==> src/rtl/qeciphy_tx_arbiter.sv <==
// Round-robin arbiter that shares the QECIPHY TX AXI-Stream between NUM_REQ requesters, gated on link-ready.
// Latency: grant one edge after a request seen in IDLE; S_*->M_* data and M_TREADY->S_TREADY are combinational (zero added latency).
// Backpressure: M_TREADY passes straight to the granted S_TREADY only; a pending beat stays presented until it handshakes.
module qeciphy_tx_arbiter #(
    parameter int         NUM_REQ      = 4,
    parameter int         DATA_WIDTH   = 64,
    parameter int         MAX_BURST    = 16,
    parameter logic [3:0] LINK_UP_CODE = 4'b0100
) (
    input  logic                          ACLK,
    input  logic                          ARSTn,
    input  logic [NUM_REQ*DATA_WIDTH-1:0] S_TDATA,
    input  logic [NUM_REQ-1:0]            S_TVALID,
    output logic [NUM_REQ-1:0]            S_TREADY,
    output logic [DATA_WIDTH-1:0]         M_TDATA,
    output logic                          M_TVALID,
    input  logic                          M_TREADY,
    input  logic [3:0]                    STATUS,
    output logic [NUM_REQ-1:0]            GRANT,
    output logic                          BUSY
);

    localparam int         PTR_W     = $clog2(NUM_REQ);
    localparam logic [7:0] LAST_BEAT = 8'(MAX_BURST - 1);

    typedef enum logic {
        ST_IDLE  = 1'b0,
        ST_GRANT = 1'b1
    } state_t;

    state_t             state_q;
    state_t             state_d;
    logic [NUM_REQ-1:0] grant_q;
    // Index of the most recent winner; doubles as the granted index while in GRANT.
    logic [PTR_W-1:0]   last_ptr_q;
    logic [7:0]         beat_cnt_q;

    logic [PTR_W-1:0]   win_idx;
    logic               win_found;
    logic [PTR_W:0]     cand;
    logic               link_up;
    logic               g_vld;
    logic               accept;
    logic               release_grant;

    assign link_up = (STATUS == LINK_UP_CODE);
    assign g_vld   = S_TVALID[last_ptr_q];
    assign accept  = (state_q == ST_GRANT) && g_vld && M_TREADY;

    // Release: burst limit reached on an accepted beat, the owner went idle,
    // or the link dropped once no beat is left pending.
    assign release_grant = (accept && (beat_cnt_q == LAST_BEAT))
                         || !g_vld
                         || (!link_up && (!g_vld || accept));

    // Rotating search: first valid requester starting just after the last winner.
    always_comb begin
        win_found = 1'b0;
        win_idx   = last_ptr_q;
        cand      = '0;
        for (int k = 1; k <= NUM_REQ; k++) begin
            cand = {1'b0, last_ptr_q} + (PTR_W+1)'(k);
            if (cand >= (PTR_W+1)'(NUM_REQ)) begin
                cand = cand - (PTR_W+1)'(NUM_REQ);
            end
            if (!win_found && S_TVALID[cand[PTR_W-1:0]]) begin
                win_found = 1'b1;
                win_idx   = cand[PTR_W-1:0];
            end
        end
    end

    // Zero-latency datapath: route the granted requester to the PHY, quiet when idle.
    always_comb begin
        M_TDATA  = '0;
        M_TVALID = 1'b0;
        S_TREADY = '0;
        if (state_q == ST_GRANT) begin
            M_TDATA            = S_TDATA[last_ptr_q*DATA_WIDTH +: DATA_WIDTH];
            M_TVALID           = g_vld;
            S_TREADY[last_ptr_q] = M_TREADY;
        end
    end

    // Next-state: grant only with link up and a requester waiting; leave on any release condition.
    always_comb begin
        state_d = state_q;
        case (state_q)
            ST_IDLE:  if (link_up && win_found) state_d = ST_GRANT;
            ST_GRANT: if (release_grant)        state_d = ST_IDLE;
            default:                            state_d = ST_IDLE;
        endcase
    end

    // State register.
    always_ff @(posedge ACLK or negedge ARSTn) begin
        if (!ARSTn) begin
            state_q <= ST_IDLE;
        end else begin
            state_q <= state_d;
        end
    end

    // Grant vector, round-robin pointer and burst beat counter.
    always_ff @(posedge ACLK or negedge ARSTn) begin
        if (!ARSTn) begin
            grant_q    <= '0;
            last_ptr_q <= PTR_W'(NUM_REQ - 1);
            beat_cnt_q <= '0;
        end else if (state_q == ST_IDLE) begin
            if (link_up && win_found) begin
                grant_q    <= NUM_REQ'(1) << win_idx;
                last_ptr_q <= win_idx;
                beat_cnt_q <= '0;
            end
        end else begin
            if (accept) begin
                beat_cnt_q <= beat_cnt_q + 8'd1;
            end
            if (release_grant) begin
                grant_q <= '0;
            end
        end
    end

    assign GRANT = grant_q;
    assign BUSY  = (state_q == ST_GRANT);

endmodule
==> config.mk <==
export PLATFORM = sky130hd
export DESIGN_NAME = qeciphy_tx_arbiter
export DESIGN_NICKNAME = d
export VERILOG_FILES = /design/src/rtl/qeciphy_tx_arbiter.sv
export SDC_FILE = /design/constraint.sdc
export NUM_CORES = 1
export LEC_CHECK = 0
export ABC_AREA = 1
export CAP_MARGIN = 20
export CORE_AREA = 3 3 133 135
export CTS_CLUSTER_SIZE = 20
export DETAILED_ROUTE_END_ITERATION = 10
export DIE_AREA = 0 0 136 138
export PLACE_DENSITY_LB_ADDON = 0.05
export SYNTH_ARGS = -nofsm -noshare
export SYNTH_HDL_FRONTEND = slang
export SYNTH_SLANG_ARGS = --single-unit
==> constraint.sdc <==
create_clock -name ACLK -period 2.1 [get_ports ACLK]
set_clock_uncertainty 0.1 [all_clocks]
set_input_delay 0.42 -clock ACLK [delete_from_list [all_inputs] [get_ports ACLK]]
set_output_delay 0.42 -clock ACLK [all_outputs]
set_load 0.05 [all_outputs]
==> results.md, run 1 <==
- Run status: finished, violations left
- Failing checks: setup timing
- Post-CTS Setup Inserts: 0
- Row Count: 47
- Final hold vios: 0
- Total global routing track utilization: 0.205
- Startpoint class of the critical path: flip-flop
- R2r setup slk: -0.06 ns
- Clock root buffer: clkbuf_16
- Yosys reg bits: 15
- Final number of setup-violating endpoints: 74
- Detailed-route DRC error count: 0
- Input/output buffers: 340
- Gpl congestion: 0.863
- Die footprint: 0.0188 mm2
- Rel. slew slack: 0.661
- Syn Area/Cell: 4.99 um2
- Fin. max-slew vios: 0
- Top routing layer in use: met4
- Maxcap violations: 0
- CTS tree: built
- Max Clk Rate: 416 MHz
- Routed len/inst: 16.6 um
- DR vias: 5656
- Most frequent CP cell: buf_4
- CP Buf/Inv Count: 4
- Comb pwr share: 0.912
- Initial Util: 0.200
- Cells after synthesis: 664
- Hold-fix buffers, CTS: 0
- Slowest cell delay on critical path: 0.65 ns
- Congestion Overflow GR: 0
- Initial antenna violation count: 3
- Nets@finish: 1309
- Synth unique cells: 26
- CTS max path bufs: 2
- Fin util: 0.546
- Max VDD drop: 0.727 mV
- Global-route wire length before repair: 30.9 mm
- Top Family by Delay on Critical Path: buffers and inverters
- I/O pin cnt: 341
- Routed vias/inst: 4.49
- Min-delay worst type: in -> async
- Clk network pwr share: 0.039
- Pwr Density: 1060 mW/mm2
- RSZ-0062 raised after global routing: true
- Drt first-iter violations: 247
- Top post-synthesis cells by area: nor2_1 31%, o21ai_0 20%, a21oi_1 10%
- Crit path cell chain: clkinv_2 > buf_4 > o21ai_0 > buf_4 > a21oi_4 > buf_12
- LEAKAGE: 3.50 nW
- Critical Path AT: 1.89 ns
- Worst Path Required: 1.58 ns
- R2R Path Start: last_ptr_q[0]$_DFFE_PN1P_
- Most frequent cells in the layout: 270 x clkdlybuf4s50_1, 266 x nor2_1, 87 x o21ai_1
- Syn-to-layout area delta: 173%
- Clk_lat worst skew: 0.24 ns
- Synth area leader: nor2_1
- Register clock-pin slew on the reported worst setup and hold paths: 0.05 ns
- Net switching power: 5.18 mW
- DR pass1 iterations: 4
- Setup WS post-layout: -0.307 ns
- Layout cell share with drive strength beyond 1: 0.260
- Sequential cell area fraction in the yosys report: 0.114
- Die H: 138 um
- Flop pwr share: 0.049
- Mapped Area: 0.00331 mm2
- Setup crit end kind: primary output
- Worst-Margin Slew: 0.507 ns
- Min Hold Slack: 0.387 ns
- CP max-delay cell: dfstp_4
- Metal3 WL: 1.82 mm
- CTS buffer count: 3
- Post-synth EDFFs: 0
- Most common cell after layout, fill and taps aside: clkdlybuf4s50_1
- Crit path time final: 2.41 ns
- Core area: 0.0166 mm2
- Crit Reg-Reg Endpoint: GRANT[1]$_DFFE_PN0P_
- Largest net degree at the start of global routing: 59
- YS warnings: 0
- Synth top area share: 0.308
- Critical Path Fanout Max: 24
- Pint: 4.46 mW
- Synth async-reset ratio: 1.00
- Clk sinks: 15
- Vias in the first global route: 5302
- Die X: 136 um
- Post-Syn Nets: 936
- Switching Share: 0.537
- Met2 Wirelength: 10.4 mm
- Fin crit share: 1.15
- Metal-1 WL: 8.45 mm
- DRT Wirelength: 20.9 mm
- Main synth FF type: dfrtp_1
- Setup Crit Path Kind: reg -> out
- Worst r2r path cells: 13
- Number of fill cells: 1628
- ANT nets after route: 0
- Final HPWL DP: 16.8 mm
- Max H-tree Level: 1
layout make-up:
type / instances / area (um2) / share of cell area
Timing Repair Buffer: 420 / 4860 / 0.537
Multi-Input combinational cell: 573 / 3350 / 0.370
Sequential cell: 15 / 385 / 0.0425
Tap cell: 220 / 275 / 0.0304
Inverter: 24 / 96.3 / 0.0106
Clock buffer: 3 / 75.1 / 0.00829
Antenna cell: 3 / 7.51 / 0.000829
Clock inverter: 1 / 5.00 / 0.000553
worst max path at each step:
stage	from	end	slack, ns	cells after the start
2_1_floorplan	last_ptr_q[0]$_DFFE_PN1P_	M_TDATA[41]	-0.17	7
3_3_place_gp	last_ptr_q[0]$_DFFE_PN1P_	M_TDATA[14]	-0.1	6
3_5_place_dp	last_ptr_q[0]$_DFFE_PN1P_	M_TDATA[56]	-0.13	5
4_1_cts	last_ptr_q[0]$_DFFE_PN1P_	M_TDATA[52]	-0.31	6
5_1_grt	last_ptr_q[0]$_DFFE_PN1P_	M_TDATA[20]	-0.38	8
6_report	last_ptr_q[0]$_DFFE_PN1P_	M_TDATA[55]	-0.31	6
cells by family after synthesis:
family          share of synthesized area
simple gates                        0.463
xor+xnor                          0.00793
fa+ha+maj                          0.0189
compound gates                      0.301
flops                               0.114
buf+inv                            0.0959
registers in the layout, summed over array words and instances, names as in the netlist:
register,flops
last_ptr_q,2
beat_cnt_q,8
GRANT,4
BUSY,1
synth_stat cells (all sizes together) (4+ instances only):
library cell / n
o21ai: 133
a21oi: 66
nor3: 4
nand2: 57
buf: 25
clkbuf: 27
dfrtp: 13
nand4: 6
nor2: 274
inv: 24
nand3: 25
ha: 5
worst reg2reg max path, delay by kind of cell (launching register included):
kind	cells	cell delay, ns
and+or+nand+nor	10	0.82
buffers and inverters	3	0.53
DFF	1	0.65
metrics by stage:
stage	TNS (ns)	cell area, um2	total power [mW]	worst slack (ns)	cells
floorplan	-4.13	4000	5.35	-0.165	664
global placement	-1.68	8870	8.98	-0.0994	1251
detailed placement	-2.15	8870	9.01	-0.128	1251
CTS	-17.68	8990	9.56	-0.305	1255
global route	-23.09	9050	10.4	-0.382	1258
finish	-15.63	9060	9.64	-0.307	1259
power by group through the flow:
stage	sequential [mW]	clock, mW	combinational (mW)
6_report	0.468	0.376	8.79
3_3_place_gp	0.472	0	8.51
5_1_grt	0.481	0.392	9.48
3_5_place_dp	0.472	0	8.54
4_1_cts	0.469	0.385	8.71
2_1_floorplan	0.556	0	4.79
what timing repair did:
action / 4_1_cts / 5_1_grt
hold endpoints to repair: 0 / 0
gates cloned: 0 / 1
endpoints found under the setup margin: 72 / 84
pin swaps: 2 / 13
resized for setup: 71 / 48
metal layers:
layer | global-route usage | up-vias
met5 | 0 | -
met3 | 0.0600 | 12
li1 | - | 2918
met4 | 0.0297 | 0
met2 | 0.372 | 209
met1 | 0.243 | 2517
(Power assumes the default switching activity.)
==> run 2: changes to the inputs <==
CAP_MARGIN = 40   (was 20)
==> results of run 2 <==
Final layout, timing and power as in run 1 (identical DEF).
